### src/rtl/bcd_countdown_timer.sv
// 4-digit BCD down-counter with a loadable preset, a run/pause/expire state
// machine and a one-cycle done pulse. Digit 3 holds the thousands and digit 0
// the units. The count advances only on enable_i ticks while in RUN.
module bcd_countdown_timer #(
    parameter bit AUTO_RELOAD = 1'b0
) (
    input  logic       clk,
    input  logic       rst_n,
    input  logic       clear_i,
    input  logic       load_i,
    input  logic [3:0] load3_i,
    input  logic [3:0] load2_i,
    input  logic [3:0] load1_i,
    input  logic [3:0] load0_i,
    input  logic       start_i,
    input  logic       pause_i,
    input  logic       enable_i,
    output logic [3:0] bcd3_o,
    output logic [3:0] bcd2_o,
    output logic [3:0] bcd1_o,
    output logic [3:0] bcd0_o,
    output logic       running_o,
    output logic       done_o,
    output logic       zero_o
);

    typedef enum logic [1:0] {
        ST_IDLE    = 2'd0,
        ST_RUN     = 2'd1,
        ST_PAUSED  = 2'd2,
        ST_EXPIRED = 2'd3
    } state_t;

    state_t      state_q, state_d;
    logic [15:0] count_q, count_d;
    logic [15:0] preset_q, preset_d;
    logic        done_q, done_d;
    logic        running_q, running_d;
    logic [15:0] load_clamped_s;

    // Limit a raw digit to the BCD range so the count can never hold A-F.
    function automatic logic [3:0] clamp_digit(input logic [3:0] d);
        logic [3:0] r;
        if (d > 4'd9) begin
            r = 4'd9;
        end else begin
            r = d;
        end
        return r;
    endfunction

    // Decrement a 4-digit BCD value by one; a zero digit wraps to 9 and
    // borrows from the next digit up. Only used on non-zero counts.
    function automatic logic [15:0] bcd_dec(input logic [15:0] c);
        logic [15:0] r;
        logic        borrow;
        r      = c;
        borrow = 1'b1;
        for (int i = 0; i < 4; i++) begin
            if (borrow) begin
                if (c[4*i +: 4] == 4'd0) begin
                    r[4*i +: 4] = 4'd9;
                end else begin
                    r[4*i +: 4] = c[4*i +: 4] - 4'd1;
                    borrow      = 1'b0;
                end
            end else begin
                r[4*i +: 4] = c[4*i +: 4];
            end
        end
        return r;
    endfunction

    assign load_clamped_s = {clamp_digit(load3_i), clamp_digit(load2_i),
                             clamp_digit(load1_i), clamp_digit(load0_i)};

    // Next-state logic: command priority is clear > load > pause > start > tick.
    always_comb begin
        state_d  = state_q;
        count_d  = count_q;
        preset_d = preset_q;
        done_d   = 1'b0;
        if (clear_i) begin
            count_d  = 16'h0000;
            preset_d = 16'h0000;
            state_d  = ST_IDLE;
        end else if (load_i) begin
            count_d  = load_clamped_s;
            preset_d = load_clamped_s;
            state_d  = ST_IDLE;
        end else if (pause_i) begin
            // Pause only has an effect while running; it still masks start/tick.
            if (state_q == ST_RUN) begin
                state_d = ST_PAUSED;
            end else begin
                state_d = state_q;
            end
        end else if (start_i && (state_q != ST_RUN)) begin
            case (state_q)
                ST_IDLE: begin
                    if (count_q == 16'h0000) begin
                        state_d = ST_EXPIRED;
                        done_d  = 1'b1;
                    end else begin
                        state_d = ST_RUN;
                    end
                end
                ST_PAUSED: begin
                    state_d = ST_RUN;
                end
                ST_EXPIRED: begin
                    count_d = preset_q;
                    if (preset_q == 16'h0000) begin
                        state_d = ST_EXPIRED;
                        done_d  = 1'b1;
                    end else begin
                        state_d = ST_RUN;
                    end
                end
                default: begin
                    state_d = ST_IDLE;
                end
            endcase
        end else if (enable_i && (state_q == ST_RUN)) begin
            if (count_q == 16'h0001) begin
                done_d = 1'b1;
                if (AUTO_RELOAD) begin
                    count_d = preset_q;
                    state_d = ST_RUN;
                end else begin
                    count_d = 16'h0000;
                    state_d = ST_EXPIRED;
                end
            end else if (count_q != 16'h0000) begin
                count_d = bcd_dec(count_q);
            end else begin
                count_d = count_q;
            end
        end else begin
            state_d = state_q;
        end
        running_d = (state_d == ST_RUN);
    end

    // State, count, preset and registered status flags.
    always_ff @(posedge clk or negedge rst_n) begin
        if (!rst_n) begin
            state_q   <= ST_IDLE;
            count_q   <= 16'h0000;
            preset_q  <= 16'h0000;
            done_q    <= 1'b0;
            running_q <= 1'b0;
        end else begin
            state_q   <= state_d;
            count_q   <= count_d;
            preset_q  <= preset_d;
            done_q    <= done_d;
            running_q <= running_d;
        end
    end

    assign bcd3_o    = count_q[15:12];
    assign bcd2_o    = count_q[11:8];
    assign bcd1_o    = count_q[7:4];
    assign bcd0_o    = count_q[3:0];
    assign running_o = running_q;
    assign done_o    = done_q;
    assign zero_o    = (count_q == 16'h0000);

endmodule

### config.mk
export PLATFORM = sky130hd
export DESIGN_NAME = bcd_countdown_timer
export DESIGN_NICKNAME = d
export VERILOG_FILES = /design/src/rtl/bcd_countdown_timer.sv
export SDC_FILE = /design/constraint.sdc
export NUM_CORES = 1
export LEC_CHECK = 0
export CELL_PAD_IN_SITES_DETAIL_PLACEMENT = 1
export CELL_PAD_IN_SITES_GLOBAL_PLACEMENT = 1
export CORE_MARGIN = 1.5
export CORE_UTILIZATION = 30
export CTS_CLUSTER_SIZE = 24
export DETAILED_ROUTE_END_ITERATION = 7
export MAX_ROUTING_LAYER = met4
export PLACE_DENSITY = 0.62
export RECOVER_POWER = 50
export SLEW_MARGIN = 20
export SYNTH_ARGS = -nofsm -noshare
export SYNTH_HDL_FRONTEND = slang
export SYNTH_SLANG_ARGS = --single-unit
### constraint.sdc
create_clock -name clk -period 2.7 [get_ports clk]
set_input_delay 0.54 -clock clk [delete_from_list [all_inputs] [get_ports clk]]
set_output_delay 0.54 -clock clk [all_outputs]
set_load 0.05 [all_outputs]
# Word level (Yosys, flattened, before mapping)

Index checks and enable logic that the tools add are counted.

Input bits: 23
Output and inout bits: 19
Word-level logic and storage cells: 110
Bits in registers: 36

Multiplexer cells: 66
$add $sub $neg: 4
Equality and inequality tests: 8
Order comparisons: 4
Reductions and logical operators: 20

Operators by type and width:

| cell                  | number |
|---|---|
| $mux W16              | 10 |
| $mux W4               | 11 |
| $mux W1               | 34 |
| $logic_not A16 Y1     | 2 |
| $reduce_bool A5 Y1    | 4 |
| $mux W2               | 9 |
| $eq A16 B1 Y1 const B | 1 |
| $gt A4 B4 Y1 const B  | 4 |
| $logic_not A4 Y1      | 4 |
| $reduce_bool A16 Y1   | 1 |
| $sub A4 B1 Y4 const B | 4 |
| $reduce_and A5 Y1     | 3 |
| $pmux W2 S3           | 1 |
| $eq A2 B1 Y1 const B  | 2 |
| $eq A2 B2 Y1 const B  | 2 |
| $ne A4 B3 Y1 const B  | 1 |
| $reduce_and A4 Y1     | 1 |
| $reduce_bool A4 Y1    | 1 |
| $ne A3 B3 Y1 const B  | 1 |
| $logic_and A1 B1 Y1   | 2 |
| $logic_not A2 Y1      | 1 |
| $ne A2 B1 Y1 const B  | 1 |
| $pmux W1 S2           | 1 |
| $reduce_bool A2 Y1    | 1 |

# Logic depth before layout (Yosys ltp)

Gate-level depths: netlist of the first run.

Depth after elaboration: 33
Mapped depth: 8
Depth with buffers taken out: 7

# Worst setup path after synthesis of the first run

Ideal clock, no wire load.

Path type: flip-flop to flip-flop
Start: reg count_q[0]
End: reg count_q[6]
Library setup time: 0.125 ns
Data required time: 2.575 ns
Arrival: 2.326 ns
Clock period less this slack: 2.452 ns
Setup slack: 0.248 ns
Path buffers: 1
Cell stages (with the launch flop): 9
Cells stage by stage: dfrtp_1 > inv_1 > ha_1 > nor3b_1 > and4_1 > buf_4 > o21a_2 > o21ai_4 > mux2_4

Word-level cells in the longest chain between the ends: 11
Elaborated cells on any way between the ends: 20
Classes of those cells: eq/ne (1); mux (14); reduce/logical (5)

RTL lines:

| element                             | RTL line | source |
|---|---|---|
| start, declared                     | 35       | `logic [15:0] count_q, count_d;` |
| start signal, assigned              | 155      | `count_q <= count_d;` |
| $logic_not A4 Y1                    | 61       | `if (c[4*i +: 4] == 4'd0) begin` |
| $mux W1                             | 61       |  |
| $mux W1                             | 134      | `end else if (count_q != 16'h0000) begin` |
| $mux W1                             | 125      | `if (count_q == 16'h0001) begin` |
| $mux W1                             | 124      | `end else if (enable_i && (state_q == ST_RUN)) begin` |
| $mux W1                             | 98       | `end else if (start_i && (state_q != ST_RUN)) begin` |
| $mux W1                             | 91       | `end else if (pause_i) begin` |
| $mux W1                             | 87       | `end else if (load_i) begin` |
| $mux W1                             | 83       | `if (clear_i) begin` |
| $reduce_bool A5 Y1 (no source line) | --       |  |
| $reduce_and A5 Y1 (no source line)  | --       |  |

Several ways; a longest one is shown, not always the timed one. The select of a mux whose other input is x is not followed.
A chain may end at the register's enable or synchronous reset.

# Worst setup path in the final report of the first run

Start: reg count_q[0]
End: out zero_o

Word-level cells in the longest chain between the ends: 1

RTL lines:

| element           | RTL line | source |
|---|---|---|
| $logic_not A16 Y1 | 168      | `assign zero_o = (count_q == 16'h0000);` |
| end, declared     | 24       | `output logic zero_o` |

No other way between the ends.

==> flow_summary.toml, run 1 <==
[outcome]
status = "finished, violations left"
violations = "max-capacitance violations, max-slew violations"

[synthesis]
netlist.area_leader.share_pct = 34.85
synth-main-ff-cell = "dfrtp_1"
synth.cell_area_um2 = 2585
synth.top_cells.by_area = "dfrtp_1, ha_1, a21oi_1"
synth_seq_cells = 36
synth_cell_type_count = 59
syn_inst = 278
synth-seq-area-share_pct = 34.85
yosysWarningCount = 0
async_flop_share_pct = 100.0
synth_area_leader_cell = "dfrtp_1"
synth-edff-count = 0
synth_nets = 312
syn_avg_cell_area_um2 = 9.298

[timing]
tns_ns = 0
fin_skew_ns = 0.008383
finalHoldViolCount = 0
finalSetupViolCount = 0
max_slew_margin_pct = -39.31
slew_viol_final = 37
max_clock_freq_ghz = 0.3845
period_needed_ns = 2.601
min_period_over_period_pct = 96.32
tightestPinTransition_ns = 2.090
rsz0062_at_grt = "false"

[floorplan]
die_y_um = 95.83
die_area_um2 = 9182
io_pins = 42
start_util_pct = 31.15
num_rows = 33
core_um2 = 8299
die_w_um = 95.83

[grt]
top_usage_layer = "met2"
grt.overflow.total = 0
groute.usage.overall_pct = 18.22
grt_use_met1_pct = 24.73
grtUsageMet2_pct = 28.35
grt_pass1_vias = 2379
use_met3_pct = 2.923
grt_first_pass_wirelength_um = 12310
grt_max_degree = 37
antenna_found_initial = 0

[cells_and_area]
final_common_cell = "clkdlybuf4s50_1"
diodes = 0
synthToLayoutAreaGrowth_pct = 26.28
utilization_pct = 39.33
fin_nets = 355
drive_above_1_share_pct = 13.04
final_cell_mix = "clkdlybuf4s50_1, dfrtp_1, a21oi_1, inv_1"

[clock_network]
clkTransAtPathRegs_ns = 0.08
cts.htree.levels = 2
cts_resized = 0
cts_hold_buf = 0
root_buffer = "clkbuf_8"
cts_buffers = 5
clkSinkCount = 36
cts_tree = "done"
clock_latency_ns = 0.31
clockBufferDepth = 2
postCtsSetupRepairBufs = 0

[drt]
viasPerCell = 5.464
route.detailed.drc = 0
routedWlPerCell_um = 17.48
vias = 2333
drt_iter0_drc = 105
firstDrtPassIters = 4
ant_nets = 0
routed_wl_um = 7465

[setup_path]
end_kind = "output port"
cp_num_buf_inv = 2
crit_fanout = 6
cp.arrival_ns = 2.06
critPathKind = "reg2out"
critical-path-top-delay-family = "simple AND/OR/NAND/NOR gates"
cp-start-kind = "flop"
worstPathCellList = "inv_1, ha_1, nor3b_1, and4_1, buf_12"
max_stage_delay_ns = 0.45
required_ns = 2.16
critPathSlowestCell = "dfrtp_1"

[pwr]
vdd_drop_max_mv = 0.1677
power.density_nw_per_um2 = 538.1
p_leak_nw = 1.335

[placement]
io_buffers = 41
gp_congestion = 0.7949
dp.final_hpwl_um = 5461

[min_path]
hold_path_class = "reg2reg"

[flow_run]
maxCapViolCount = 1
-- flip-flops by register name, summed over array words and instances, names as in the netlist --
name,count
count_q,16
preset_q,16
state_q,2
done_o,1
running_o,1
-- kinds of logic (layout without fill, tap and decap cells) --
kind of cell | Yosys count | count (layout) | share of synthesized area (%)
buffers and inverters | 33 | 77 | 5.276
muxes | 13 | 13 | 5.809
AOI/OAI and AO/OA | 92 | 92 | 26.43
adders and majority gates | 11 | 11 | 5.324
xor gates and xnor gates | 1 | 1 | 0.3389
DFF | 36 | 36 | 34.85
and+or+nand+nor | 92 | 92 | 21.98
-- worst paths after layout --
path	start	slack, ns	endpoint	depth (start not counted)
worst min-delay path	preset_q[12]	0.53	preset_q[12]	1
worst min register to register	preset_q[12]	0.53	preset_q[12]	1
min in group asynchronous	rst_n	0.83	preset_q[13]	1
worst max-delay path	count_q[0]	0.1	zero_o	5
worst max register to register	count_q[0]	0.44	count_q[5]	7
max in group asynchronous	rst_n	0.67	preset_q[0]	1
-- per-stage QoR --
stage / area (µm²) / hold slack [ns] / power, W / worst slack, ns / std cells
2_1_floorplan: 2585 / 0.2444 / 0.001007 / 0.2484 / 278
3_3_place_gp: 3137 / 0.5040 / 0.001206 / 0.2708 / 419
3_5_place_dp: 3137 / 0.5126 / 0.001210 / 0.2485 / 419
4_1_cts: 3263 / 0.3915 / 0.001772 / 0.1224 / 427
5_1_grt: 3264 / 0.5515 / 0.001852 / 0.01148 / 427
6_report: 3264 / 0.5314 / 0.001757 / 0.09935 / 427
-- routing by layer --
metal	vias up	part of all wire, %
li1	1116	-
met1	1175	49
met2	36	47
met3	6	2.6
met4	0	1.0
met5	-	0
-- cell usage after synthesis, types with 8 or more instances --
| cell type | number |
|---|---|
| o21ai_0 | 9 |
| inv_1 | 17 |
| nor2_1 | 16 |
| mux2i_1 | 9 |
| ha_1 | 11 |
| nand2b_1 | 14 |
| clkbuf_1 | 8 |
| nor3_1 | 8 |
| nand3b_1 | 8 |
| dfrtp_1 | 36 |
| nand2_1 | 16 |
| a21oi_1 | 21 |
-- power breakdown --
group	internal, W	leakage [nW]	total (W)	switching [W]
Combinational	0.000237	0.797	0.000560	0.000322
Clock	0.000327	0.0645	0.000556	0.000230
Sequential	0.000579	0.474	0.000641	0.0000619
-- layout make-up --
type	count	area [µm²]
clock inverter	1	30.03
timing repair buffer	52	488.0
inverter	17	63.81
multi-input combinational	209	1554
fill	946	5035
sequential	36	900.9
tap	105	131.4
clock buffer	7	96.34
No activity file was read; power rests on OpenSTA's default activity.
==> run 2, diff against run 1 <==
--- a/config.mk
+++ b/config.mk
@@ -11,6 +11,7 @@
 export CORE_UTILIZATION = 30
 export CTS_CLUSTER_SIZE = 24
 export DETAILED_ROUTE_END_ITERATION = 7
+export HOLD_SLACK_MARGIN = 0.08
 export MAX_ROUTING_LAYER = met4
 export PLACE_DENSITY = 0.62
 export RECOVER_POWER = 50
@@ -18,3 +19,4 @@
 export SYNTH_ARGS = -nofsm -noshare
 export SYNTH_HDL_FRONTEND = slang
 export SYNTH_SLANG_ARGS = --single-unit
+export TNS_END_PERCENT = 20
==> results of run 2 <==
Same layout as run 1: the final DEF is identical, and so are final timing and power.
==> run 3, diff against run 2 <==
--- a/config.mk
+++ b/config.mk
@@ -15,6 +15,7 @@
 export MAX_ROUTING_LAYER = met4
 export PLACE_DENSITY = 0.62
 export RECOVER_POWER = 50
+export REMOVE_ABC_BUFFERS = 1
 export SLEW_MARGIN = 20
 export SYNTH_ARGS = -nofsm -noshare
 export SYNTH_HDL_FRONTEND = slang
==> run 3 against run 2 <==
  * The flow still finishes with violations (max-capacitance violations, max-slew violations)
  * Sequential cell count unchanged
  * Sequential power about the same
  * Non-clock buffer count unchanged
  * Combinational power up 0.9%
  * Register-to-register slack better by 0.02 ns
  * Power down 3.8%
  * Fmax up 1.2%
  * Critical endpoint unchanged
==> flow_summary.toml, run 3 (synthesized netlist as in run 1, its figures left out) <==
[floorplan]
die_y_um = 95.83
num_rows = 33
start_util_pct = 31.15
die_area_um2 = 9182
die_w_um = 95.83
core_um2 = 8299
io_pins = 42

[grt]
grt.overflow.total = 0
grt_pass1_vias = 2406
groute.usage.overall_pct = 17.87
grt_first_pass_wirelength_um = 12240
antenna_found_initial = 0
grt_max_degree = 38

[clock_network]
clkTransAtPathRegs_ns = 0.07
cts_hold_buf = 0
cts.htree.levels = 2
clockBufferDepth = 2
clkSinkCount = 36
cts_buffers = 5
cts_tree = "done"
clock_latency_ns = 0.30
root_buffer = "clkbuf_8"

[setup_path]
worstPathCellList = "inv_1, ha_1, nor3b_4, and4_1, buf_12"
critical-path-top-delay-family = "simple AND/OR/NAND/NOR gates"
crit_fanout = 6
critPathKind = "reg2out"
cp_num_buf_inv = 2
cp-start-kind = "flop"
max_stage_delay_ns = 0.43
critPathSlowestCell = "dfrtp_1"
end_kind = "output port"
required_ns = 2.16
cp.arrival_ns = 2.03

[placement]
gp_congestion = 0.7818
io_buffers = 41
dp.final_hpwl_um = 5615
placed_area_um2 = 3149
dp.cells = 419

[timing]
max_clock_freq_ghz = 0.3892
max_slew_margin_pct = -38.66
finalHoldViolCount = 0
rsz0062_at_grt = "false"
slew_viol_final = 37
tns_ns = 0
tightestPinTransition_ns = 2.080
min_period_over_period_pct = 95.17
period_needed_ns = 2.570
finalSetupViolCount = 0
fin_skew_ns = 0.003192

[pwr]
total_power_w = 0.001690
power.density_nw_per_um2 = 518.5
p_leak_nw = 1.330
internal_power_w = 0.001092
power_switching_w = 0.0005980
sw_frac_of_total_pct = 35.38
pwr-share-clk_pct = 28.7
seqPwrFrac_pct = 37.9
vdd_drop_max_mv = 0.2113
comb_power_share_pct = 33.4

[cells_and_area]
final_cell_mix = "dfrtp_1, clkdlybuf4s50_1, a21oi_1, inv_1"
utilization_pct = 39.27
fill_cells = 960
fin_nets = 355
seqCellArea_um2 = 900.9
reg_top3 = "count_q: 16 flops, preset_q: 16 flops, state_q: 2 flops"
final_cells = 427
multiInputGateArea_um2 = 1559
diodes = 0
drive_above_1_share_pct = 12.73
synthToLayoutAreaGrowth_pct = 26.09
final_area_um2 = 3259

[drt]
route.detailed.drc = 0
drt_iter0_drc = 63
vias = 2295
routed_wl_um = 7424
firstDrtPassIters = 4
routedWlPerCell_um = 17.39
viasPerCell = 5.375
ant_nets = 0

[outcome]
status = "finished, violations left"
violations = "max-capacitance violations, max-slew violations"

[flow_run]
maxCapViolCount = 1

[min_path]
hold_path_class = "reg2reg"
[run 3: cell types whose count changed in the layout (fill, tap and decap cells not counted)]
cell / change
clkdlybuf4s50_1: -1
clkinv_2: +1
clkbuf_8: -2
dlygate4sd3_1: +1
buf_12: +1
nor3b_1: -1
nor3b_2: +1
clkbuf_1: +2
buf_4: -2
[run 3: per-layer routing]
layer / up-vias / GRT usage (%) / routed length [µm]
li1: 1114 / - / -
met1: 1133 / 22.96 / 3511
met2: 41 / 28.99 / 3589
met3: 7 / 2.844 / 215
met4: 0 / 5.147 / 108
met5: - / - / 0
[run 3: area by class of cell]
class / instances / area share (%)
multi-input combinational: 209 / 47.83
sequential: 36 / 27.64
timing repair buffer: 52 / 15.24
tap: 105 / 4.031
clock buffer: 6 / 2.226
inverter: 17 / 1.958
clock inverter: 2 / 1.075
[run 3: path summary, 6_finish.rpt]
path	start	endpoint	slack, ns	cells after the start
min in group asynchronous	rst_n	preset_q[13]	0.84	1
min reg2reg	preset_q[0]	preset_q[0]	0.52	1
min	preset_q[0]	preset_q[0]	0.52	1
max in group asynchronous	rst_n	preset_q[0]	0.68	1
max reg2reg	count_q[8]	count_q[5]	0.46	7
max	count_q[8]	zero_o	0.13	5
[run 3: stage by stage]
stage	setup slack, ns	hold slack (ns)
floorplan	0.1434	0.2444
global placement	0.3116	0.4906
detailed placement	0.2614	0.4987
CTS	0.07979	0.3869
global route	0.003394	0.5424
finish	0.1303	0.5166
[run 3: what timing repair did]
action                                  in CTS  in global routing
hold endpoints to repair                     0                  0
endpoints found under the setup margin       0                  1
resized for setup                            0                  2
buffers inserted                             0                  0
[run 3: power groups by stage]
stage	Clock, W	Combinational [W]	Sequential [W]
6_report	0.000484	0.000565	0.000641
5_1_grt	0.000522	0.000616	0.000649
4_1_cts	0.000495	0.000567	0.000640
3_5_place_dp	0	0.000564	0.000650
3_3_place_gp	0	0.000560	0.000650
2_1_floorplan	0	0.000257	0.000728
